$ cat src/rtl/i2s_stereo_tx_if.sv
// Stereo sample-pair handshake between the gain stage and the I2S serializer.
interface i2s_stereo_tx_if #(
    parameter int unsigned DATA_W = 24
);
    logic              s_valid;
    logic              s_ready;
    logic [DATA_W-1:0] s_left;
    logic [DATA_W-1:0] s_right;

    modport master (output s_valid, output s_left, output s_right, input s_ready);
    modport slave  (input s_valid, input s_left, input s_right, output s_ready);
endinterface

$ cat src/rtl/i2s_stereo_tx.sv
// Stereo I2S / left-justified serializer: sample-pair FIFO feeding a frame shift
// register, with bclk/lrclk/sdata generation and a frame_tick at every frame load.
module i2s_stereo_tx #(
    parameter int unsigned DATA_W     = 24,
    parameter int unsigned SLOT_W     = 32,
    parameter int unsigned BCLK_DIV   = 4,
    parameter int unsigned FIFO_DEPTH = 4,
    parameter bit          I2S_MODE   = 1'b1
) (
    input  logic                          clk,
    input  logic                          reset_n,
    input  logic                          enable,
    input  logic                          mono,
    i2s_stereo_tx_if.slave                s_if,
    input  logic                          underrun_clr,
    output logic                          bclk,
    output logic                          lrclk,
    output logic                          sdata,
    output logic                          frame_tick,
    output logic                          underrun,
    output logic [$clog2(FIFO_DEPTH):0]   fifo_level
);
    localparam int unsigned FRAME_W = 2 * SLOT_W;
    localparam int unsigned CNT_W   = $clog2(FRAME_W);
    localparam int unsigned PH_W    = $clog2(BCLK_DIV);
    localparam int unsigned HALF    = BCLK_DIV / 2;
    localparam int unsigned PTR_W   = $clog2(FIFO_DEPTH);
    localparam int unsigned LVL_W   = PTR_W + 1;
    localparam int unsigned PAIR_W  = 2 * DATA_W;

    typedef enum logic {ST_IDLE, ST_RUN} state_e;

    state_e             state_q, state_d;
    logic [PH_W-1:0]    ph_q, ph_d;
    logic [CNT_W-1:0]   bit_cnt_q, bit_cnt_d;
    logic [FRAME_W-1:0] frame_q, frame_d;
    logic               bclk_q, bclk_d;
    logic               lrclk_q, lrclk_d;
    logic               sdata_q, sdata_d;
    logic               tick_q, tick_d;
    logic               underrun_q, underrun_d;
    logic               s_ready_q, s_ready_d;
    logic [LVL_W-1:0]   level_q, level_d;
    logic [PTR_W-1:0]   wr_ptr_q, wr_ptr_d;
    logic [PTR_W-1:0]   rd_ptr_q, rd_ptr_d;
    logic [PAIR_W-1:0]  mem_q [FIFO_DEPTH];
    logic [PAIR_W-1:0]  mem_d [FIFO_DEPTH];

    logic               push_c, pop_c, load_c, fifo_empty_c;
    logic [DATA_W-1:0]  head_l_c, head_r_c;
    logic [FRAME_W-1:0] frame_new_c;

    // lrclk level for a given bit position; I2S leads the slot MSB by one bclk
    function automatic logic lr_level(input logic [CNT_W-1:0] cnt);
        if (I2S_MODE) begin
            return (32'(cnt) >= SLOT_W - 1) && (32'(cnt) != FRAME_W - 1);
        end
        return 32'(cnt) >= SLOT_W;
    endfunction

    always_comb begin
        state_d    = state_q;
        ph_d       = ph_q;
        bit_cnt_d  = bit_cnt_q;
        frame_d    = frame_q;
        bclk_d     = bclk_q;
        lrclk_d    = lrclk_q;
        sdata_d    = sdata_q;
        tick_d     = 1'b0;
        wr_ptr_d   = wr_ptr_q;
        rd_ptr_d   = rd_ptr_q;
        level_d    = level_q;
        mem_d      = mem_q;
        load_c     = 1'b0;
        pop_c      = 1'b0;

        push_c       = s_if.s_valid & s_ready_q;
        fifo_empty_c = (level_q == '0);
        head_l_c     = mem_q[rd_ptr_q][PAIR_W-1 -: DATA_W];
        head_r_c     = mono ? head_l_c : mem_q[rd_ptr_q][DATA_W-1:0];
        frame_new_c  = fifo_empty_c ? '0
                     : ((FRAME_W'(head_l_c) << (FRAME_W - DATA_W)) |
                        (FRAME_W'(head_r_c) << (SLOT_W - DATA_W)));

        case (state_q)
            ST_IDLE: begin
                ph_d      = '0;
                bit_cnt_d = '0;
                bclk_d    = 1'b0;
                lrclk_d   = 1'b0;
                sdata_d   = 1'b0;
                load_c    = enable;
            end
            ST_RUN: begin
                if (ph_q == PH_W'(BCLK_DIV - 1)) begin
                    // bclk falling edge: advance one bit or close the frame
                    ph_d   = '0;
                    bclk_d = 1'b0;
                    if (bit_cnt_q == CNT_W'(FRAME_W - 1)) begin
                        if (enable) begin
                            load_c = 1'b1;
                        end else begin
                            state_d   = ST_IDLE;
                            bit_cnt_d = '0;
                            lrclk_d   = 1'b0;
                            sdata_d   = 1'b0;
                        end
                    end else begin
                        bit_cnt_d = bit_cnt_q + CNT_W'(1);
                        frame_d   = {frame_q[FRAME_W-2:0], 1'b0};
                        sdata_d   = frame_q[FRAME_W-2];
                        lrclk_d   = lr_level(bit_cnt_d);
                    end
                end else begin
                    ph_d   = ph_q + PH_W'(1);
                    bclk_d = (32'(ph_d) >= HALF);
                end
            end
            default: state_d = ST_IDLE;
        endcase

        if (load_c) begin
            state_d   = ST_RUN;
            ph_d      = '0;
            bit_cnt_d = '0;
            bclk_d    = 1'b0;
            tick_d    = 1'b1;
            frame_d   = frame_new_c;
            sdata_d   = frame_new_c[FRAME_W-1];
            lrclk_d   = lr_level('0);
            pop_c     = !fifo_empty_c;
        end

        // setting on an empty load wins over a clear in the same cycle
        underrun_d = (load_c && fifo_empty_c) ? 1'b1 : (underrun_clr ? 1'b0 : underrun_q);

        if (push_c) begin
            mem_d[wr_ptr_q] = {s_if.s_left, s_if.s_right};
            wr_ptr_d        = wr_ptr_q + PTR_W'(1);
        end
        if (pop_c) begin
            rd_ptr_d = rd_ptr_q + PTR_W'(1);
        end
        case ({push_c, pop_c})
            2'b10:   level_d = level_q + LVL_W'(1);
            2'b01:   level_d = level_q - LVL_W'(1);
            default: level_d = level_q;
        endcase
        s_ready_d = (level_d != LVL_W'(FIFO_DEPTH));
    end

    always_ff @(posedge clk or negedge reset_n) begin
        if (!reset_n) begin
            state_q    <= ST_IDLE;
            ph_q       <= '0;
            bit_cnt_q  <= '0;
            frame_q    <= '0;
            bclk_q     <= 1'b0;
            lrclk_q    <= 1'b0;
            sdata_q    <= 1'b0;
            tick_q     <= 1'b0;
            underrun_q <= 1'b0;
            s_ready_q  <= 1'b1;
            level_q    <= '0;
            wr_ptr_q   <= '0;
            rd_ptr_q   <= '0;
            mem_q      <= '{default: '0};
        end else begin
            state_q    <= state_d;
            ph_q       <= ph_d;
            bit_cnt_q  <= bit_cnt_d;
            frame_q    <= frame_d;
            bclk_q     <= bclk_d;
            lrclk_q    <= lrclk_d;
            sdata_q    <= sdata_d;
            tick_q     <= tick_d;
            underrun_q <= underrun_d;
            s_ready_q  <= s_ready_d;
            level_q    <= level_d;
            wr_ptr_q   <= wr_ptr_d;
            rd_ptr_q   <= rd_ptr_d;
            mem_q      <= mem_d;
        end
    end

    assign s_if.s_ready = s_ready_q;
    assign bclk         = bclk_q;
    assign lrclk        = lrclk_q;
    assign sdata        = sdata_q;
    assign frame_tick   = tick_q;
    assign underrun     = underrun_q;
    assign fifo_level   = level_q;

endmodule
$ cat src/flat_wrapper.sv
// flat-port wrapper written by rule: the top's interface ports become plain ports
module i2s_stereo_tx_flat 
#(
    parameter int unsigned DATA_W     = 24,
    parameter int unsigned SLOT_W     = 32,
    parameter int unsigned BCLK_DIV   = 4,
    parameter int unsigned FIFO_DEPTH = 4,
    parameter bit          I2S_MODE   = 1'b1
)
  (clk, reset_n, enable, mono, underrun_clr, bclk, lrclk, sdata, frame_tick, underrun, fifo_level, s_if_s_valid, s_if_s_left, s_if_s_right, s_if_s_ready);
  i2s_stereo_tx_if #(.DATA_W(DATA_W)) s_if_i ();
  input  logic clk;
  input  logic reset_n;
  input  logic enable;
  input  logic mono;
  input  logic underrun_clr;
  output logic bclk;
  output logic lrclk;
  output logic sdata;
  output logic frame_tick;
  output logic underrun;
  output logic [$clog2(FIFO_DEPTH):0] fifo_level;
  input wire logic [$bits(s_if_i.s_valid)-1:0] s_if_s_valid;
  input wire logic [$bits(s_if_i.s_left)-1:0] s_if_s_left;
  input wire logic [$bits(s_if_i.s_right)-1:0] s_if_s_right;
  output wire logic [$bits(s_if_i.s_ready)-1:0] s_if_s_ready;
  assign s_if_i.s_valid = s_if_s_valid;
  assign s_if_i.s_left = s_if_s_left;
  assign s_if_i.s_right = s_if_s_right;
  assign s_if_s_ready = s_if_i.s_ready;
  i2s_stereo_tx #(.DATA_W(DATA_W), .SLOT_W(SLOT_W), .BCLK_DIV(BCLK_DIV), .FIFO_DEPTH(FIFO_DEPTH), .I2S_MODE(I2S_MODE)) u_core (.clk(clk), .reset_n(reset_n), .enable(enable), .mono(mono), .s_if(s_if_i), .underrun_clr(underrun_clr), .bclk(bclk), .lrclk(lrclk), .sdata(sdata), .frame_tick(frame_tick), .underrun(underrun), .fifo_level(fifo_level));
endmodule
$ cat config.mk
export PLATFORM = sky130hd
export DESIGN_NAME = i2s_stereo_tx_flat
export DESIGN_NICKNAME = d
export VERILOG_FILES = /design/src/rtl/i2s_stereo_tx_if.sv /design/src/rtl/i2s_stereo_tx.sv /design/src/flat_wrapper.sv
export SDC_FILE = /design/constraint.sdc
export NUM_CORES = 1
export LEC_CHECK = 0
export ABC_CLOCK_PERIOD_IN_PS = 3500
export BUFFER_PORTS_ARGS = -buffer_cell sky130_fd_sc_hd__buf_2
export CAP_MARGIN = 20
export CORE_UTILIZATION = 49
export CTS_CLUSTER_SIZE = 10
export DETAILED_ROUTE_END_ITERATION = 10
export GPL_TIMING_DRIVEN = 0
export PLACE_DENSITY_LB_ADDON = 0.3
export SYNTH_ARGS = -nofsm -noshare
export SYNTH_HDL_FRONTEND = slang
export SYNTH_SLANG_ARGS = --single-unit
$ cat constraint.sdc
create_clock -name clk -period 3.5 [get_ports clk]
set_clock_uncertainty 0.2 [all_clocks]
set_input_delay 0.525 -clock clk [delete_from_list [all_inputs] [get_ports clk]]
set_output_delay 0.525 -clock clk [all_outputs]
set_load 0.005 [all_outputs]
; ---- Yosys cells after proc, flatten, opt, wreduce, memory -nomap -nowiden
; Index checks and enable logic that the tools add are counted.
[word_totals]
register_bits = 277
in_bits = 54
[op_classes]
addsub = 6
magnitude_cmp = 6
n_eq_ne = 9
mux = 49
n_bitwise = 5
n_reduce_logical = 10
[ops]
columns = cell, count
row1 = two-way mux 63 bit, 4
row2 = bitwise mux 192 bit, 1
row3 = two-way mux 48 bit, 3
row4 = binary-select mux 48 bit (select 2 bit), 1
row5 = demux 48 bit (select 2 bit), 1
row6 = two-way mux 64 bit, 1
row7 = bitwise OR 64 x 32 -> 64 bit, 1
row8 = two-way mux 1 bit, 24
row9 = two-way mux 24 bit, 1
row10 = two-way mux 6 bit, 4
row11 = case mux 6 bit (2 select lines), 1
row12 = case mux 1 bit (2 select lines), 4
row13 = "adder 2 x 1 -> 2 bit, second input constant", 3
row14 = "adder 6 x 1 -> 6 bit, second input constant", 1
row15 = "equality test 6 bit, second input constant", 1
row16 = "greater-or-equal comparator 3 bit, second input constant", 2
row17 = "greater-or-equal comparator 6 x 5 -> 1 bit, second input constant", 1
row18 = "greater-or-equal comparator 6 bit, second input constant", 1
row19 = "inequality test 3 bit, second input constant", 2
row20 = "inequality test 6 bit, second input constant", 1
row21 = NOT 2 -> 3 bit, 2
row22 = case mux 3 bit (2 select lines), 1
row23 = nonzero test 2 bit, 3
row24 = "equality test 2 bit, second input constant", 2
row25 = 16 further kinds, 19

; ---- Depth between registers and ports, before layout
[depth]
word_depth = 9
mapped_depth = 16

; ---- Worst setup path after synthesis
; OpenSTA, ideal clock, no wires.
[synth_path]
path_kind = register to register
start = reg u_core.bit_cnt_q[0]
end = reg u_core.s_ready_q (netlist: u_core.s_if.s_ready)
arrival_ns = 2.543
slack_ns = 0.675
stages_incl_launch_ff = 17
n_path_buf = 2
period_less_slack_ns = 2.825
cell_sequence = dfrtp_1 > ha_1 > nand2_1 > o21ai_1 > nand2_1 > inv_2 > nand2_1 > buf_4 > inv_4 > buf_6 > ha_1 > inv_1 > fa_1 > xor2_1 > nor2_1 > xor2_1 > nand2_1
[synth_via]
elab_chain_cells = 8
elab_cells_between_ends = 9
[synth_lines]
columns = item, line
row1 = from (decl), i2s_stereo_tx.sv:35  ; logic [CNT_W-1:0] bit_cnt_q, bit_cnt_d;
row2 = from (signal assigned), i2s_stereo_tx.sv:171  ; bit_cnt_q <= bit_cnt_d;
row3 = equality test 6 bit *, i2s_stereo_tx.sv:99  ; if (bit_cnt_q == CNT_W'(FRAME_W - 1)) begin
row4 = two-way mux 1 bit *, i2s_stereo_tx.sv:99
row5 = two-way mux 1 bit *, i2s_stereo_tx.sv:95  ; if (ph_q == PH_W'(BCLK_DIV - 1)) begin
row6 = case mux 1 bit (2 select lines) *, i2s_stereo_tx.sv:85  ; case (state_q)
row7 = named net u_core.load_c, i2s_stereo_tx.sv:49  ; logic push_c, pop_c, load_c, fifo_empty_c;
row8 = two-way mux 1 bit *, i2s_stereo_tx.sv:122  ; if (load_c) begin
row9 = named net u_core.pop_c, i2s_stereo_tx.sv:49
row10 = equality test 2 x 1 -> 1 bit or equality test 2 bit (tied branches), i2s_stereo_tx.sv:144  ; case ({push_c, pop_c})
row11 = case mux 3 bit (2 select lines) *, i2s_stereo_tx.sv:144
row12 = named net u_core.level_d[2], i2s_stereo_tx.sv:43  ; logic [LVL_W-1:0] level_q, level_d;
row13 = inequality test 3 bit *, i2s_stereo_tx.sv:149  ; s_ready_d = (level_d != LVL_W'(FIFO_DEPTH));
row14 = named net u_core.s_ready_d, i2s_stereo_tx.sv:42  ; logic s_ready_q, s_ready_d;
row15 = to (signal assigned), i2s_stereo_tx.sv:178  ; s_ready_q <= s_ready_d;
row16 = to (decl), i2s_stereo_tx.sv:42
; The timed path passes the listed nets; every way through them passes the cells marked *.
; A chain may end at the register's enable or synchronous reset.

; ---- Final worst setup path
; Same ends and word-level chain as after synthesis.

==> results.cfg <==
[routing]
drt_iter0_drc = 421
vias_per_cell = 5.73
total_via_count_after_detailed_routing = 7009
wl_per_cell_um = 20.5
drt_pre_antenna_iters = 4
remaining_drc_errors = 0
totalWireLength_mm = 25.1
antenna_violating_nets_post_route = 0

[cts]
post-cts-setup-buffers = 0
clock_latency_on_the_worst_skew_pair_ns = 0.56
clock_root_buffer = clkbuf_16
cts_htree_levels = 1
cts_buffers = 31
cts_num_sinks = 268
clk_pin_slew_worst_paths_ns = 0.06
tritoncts = built
clk_path_buf_depth = 3

[global_routing]
grt-ovfl-total = 0
grt_util_all_layers = 0.215
antenna_found_initial = 2
grt_max_degree = 122
first_global_vias = 7349
global_route_wire_length_before_repair_mm = 40.2

[timing]
slew_headroom = 0.383
grt_setup_unrepaired = false
tightest_slew_ns = 0.925
hold_viol_final = 0
finalSetupViolations = 0
layout_min_cycle_time_ns = 3.21
hold_ws_ns = 0.00520
fmax_mhz = 312
final_max_slew_viol_count = 0
post-route-period-util = 0.917

[power_and_ir_drop]
peakVddDrop_mv = 0.436
powerDensity_nw_per_um2 = 888
p_leak_nw = 5.76

[yosys]
synth_top_family_by_area = multiplexers
synth_fp_nets = 862
synthDominantCellAreaShare = 0.564
yosysUniqueCellTypes = 43
postSynth.topFlopCell = dfrtp_1
synth_sequential_area_ratio = 0.566
synth_top_area_cell = dfrtp_1
synth_area_per_cell_um2 = 14.8
ys_seq_elements = 268
synth.area.top_cells = dfrtp_1, mux2_2, mux4_2
synth_compound_area_frac = 0.0593
synth_cells = 799
synth_fa_ha_area_frac = 0.0101
synthXorXnorAreaFrac = 0.00665
synth_area_um2 = 11900
synth-simple-area-share = 0.0300
async_reset_ff_frac = 1.00
synthMuxAreaShare = 0.298
synth_edf_count = 0
synth_top_cells_by_count = dfrtp_1, mux2_2, nor2_1
yosysMostFrequentCell = dfrtp_1
yosys_warnings = 0

[floorplan]
initial_core_util = 0.502
die-width_um = 158
area_inside_the_core_boundary_um2 = 23600
die_y_um = 158
ios = 63
die-area_um2 = 24800
fp-row-count = 56

[placed_design]
port_buffers = 61
placedCellCount = 1181
place_hpwl_mm = 16.9
final_weighted_congestion_in_routability_driven_placement = 0.785

[worst_setup_path]
end_kind = flip-flop
timing.critical_path.arrival_ns = 3.50
critical-path-top-cell-by-count = nand2_1
critical_path.startpoint_type = flip-flop
max_stage_delay_ns = 0.48
critical_path.max_fanout = 10
timing.setup.critical_path_class = reg2reg
worst-endpoint-required_ns = 3.79
regToRegSetupSlack_ns = 0.29
worst-path-buf-inv = 5
delay_heaviest_family_cp = adder cells
critical-path-slowest-cell = dfrtp_1
worstPathCellList = ha_2, nand2_1, o21ai_1, nand2_1, inv_2, nand2_1, buf_4, inv_4, buf_6, ha_1, inv_1, fa_1, xor2_1, nor2_1, xor2_1, nand2_1

[cells_and_area]
layout-drive-gt1-share = 0.430
number_of_nets_in_the_final_layout = 960
final_cell_count_no_fill = 1223
final_core_area_utilization = 0.571
syn_to_final_growth_pct = 13.7

[job]
drv_cap = 0

[status]
result_of_the_run = completed

[min_path]
holdCritPathClass = in2reg
-- worst register-to-register path: cells and delay by family (launching register included) --
kind,cells,cell delay [ns]
xor+xnor,2,0.34
compound gates,1,0.13
fa+ha+maj,3,0.88
simple gates,5,0.52
flops,1,0.48
buf+inv,5,0.59
-- power breakdown --
| group | internal (mW) | switching (mW) |
|---|---|---|
| Sequential | 4.59 | 0.730 |
| Clock | 1.57 | 1.18 |
| Combinational | 2.15 | 1.73 |
| Total | 8.32 | 3.64 |
-- area by class of cell --
cell class,count,area [µm²]
antenna,2,5.00
buffer,54,312
clock buffer,35,791
clock inverter,3,32.5
fill,1938,10100
inverter,11,43.8
multi-input combinational,466,4790
sequential,268,6710
tap,319,399
timing repair buffer,65,390
-- per-layer routing --
metal,vias to the layer above,share of wire,track usage
li1,3157,-,-
met1,3671,0.46,0.303
met2,134,0.47,0.340
met3,45,0.045,0.0424
met4,2,0.025,0.0569
met5,-,0.00040,0
-- what timing repair did --
item | CTS | global route
hold buffers | 2 | 0
endpoints found under the setup margin | 0 | 2
endpoints found under the hold margin | 59 | 0
gates resized for setup | 0 | 1
-- sequential cells by signal, summed over array words and instances (netlist names), 2 cells and up --
signal / cells
u_core.rd_ptr_q: 2
u_core.mem_q: 192
u_core.fifo_level: 3
u_core.frame_q: 55
u_core.wr_ptr_q: 2
u_core.bit_cnt_q: 6
-- per-stage QoR --
step                      total power [mW]  setup TNS [ns]  setup WS [ns]  cell area, µm²
after detailed placement              9.26               0          0.227           12600
after global routing                  12.7               0         0.0101           13500
after floorplan                       8.13               0          0.675           11900
after global placement                9.09         -863.38          -3.26           12600
final                                 12.0               0          0.291           13500
after CTS                             12.1               0          0.212           13500
-- kinds of logic after synthesis --
| logic type | count (synthesis) |
|---|---|
| xor+xnor | 9 |
| compound gates | 94 |
| simple gates | 87 |
| mux | 267 |
| buf+inv | 65 |
| fa+ha+maj | 9 |
| flops | 268 |
-- cells in the final DEF, fill, tap and decap left out, types with 3 or more instances in the layout --
| cell | netlist | final |
|---|---|---|
| mux4_2 | 45 | 45 |
| a22o_1 | 8 | 8 |
| inv_1 | 9 | 9 |
| buf_4 | 5 | 5 |
| a22oi_1 | 22 | 22 |
| nor2_1 | 58 | 58 |
| xor2_1 | 6 | 6 |
| a221oi_2 | 3 | 3 |
| clkbuf_16 | 0 | 31 |
| dfrtp_1 | 267 | 267 |
| xnor2_1 | 3 | 3 |
| mux2i_1 | 20 | 20 |
| mux2_2 | 199 | 199 |
| nand3_1 | 6 | 6 |
| nand2_1 | 14 | 14 |
| o21ai_0 | 23 | 23 |
| ha_1 | 8 | 7 |
| buf_2 | 28 | 88 |
| or3_1 | 3 | 3 |
| mux4_1 | 3 | 3 |
| a221oi_1 | 20 | 20 |
| a21oi_1 | 8 | 8 |
| clkbuf_1 | 15 | 19 |
| buf_6 | 3 | 3 |
-- final timing paths --
check                                    startpoint             endpoint  depth (start not counted)
worst max-delay path            u_core.bit_cnt_q[0]  u_core.s_if.s_ready                         16
worst min-delay path                         enable          u_core.bclk                          2
worst max register to register  u_core.bit_cnt_q[0]  u_core.s_if.s_ready                         16
worst min register to register       u_core.ph_q[0]       u_core.ph_q[0]                          1
max in group asynchronous                   reset_n   u_core.frame_q[31]                          3
min in group asynchronous                   reset_n    u_core.mem_q[171]                          2
Note: power is estimated with default switching activity, not from simulation.
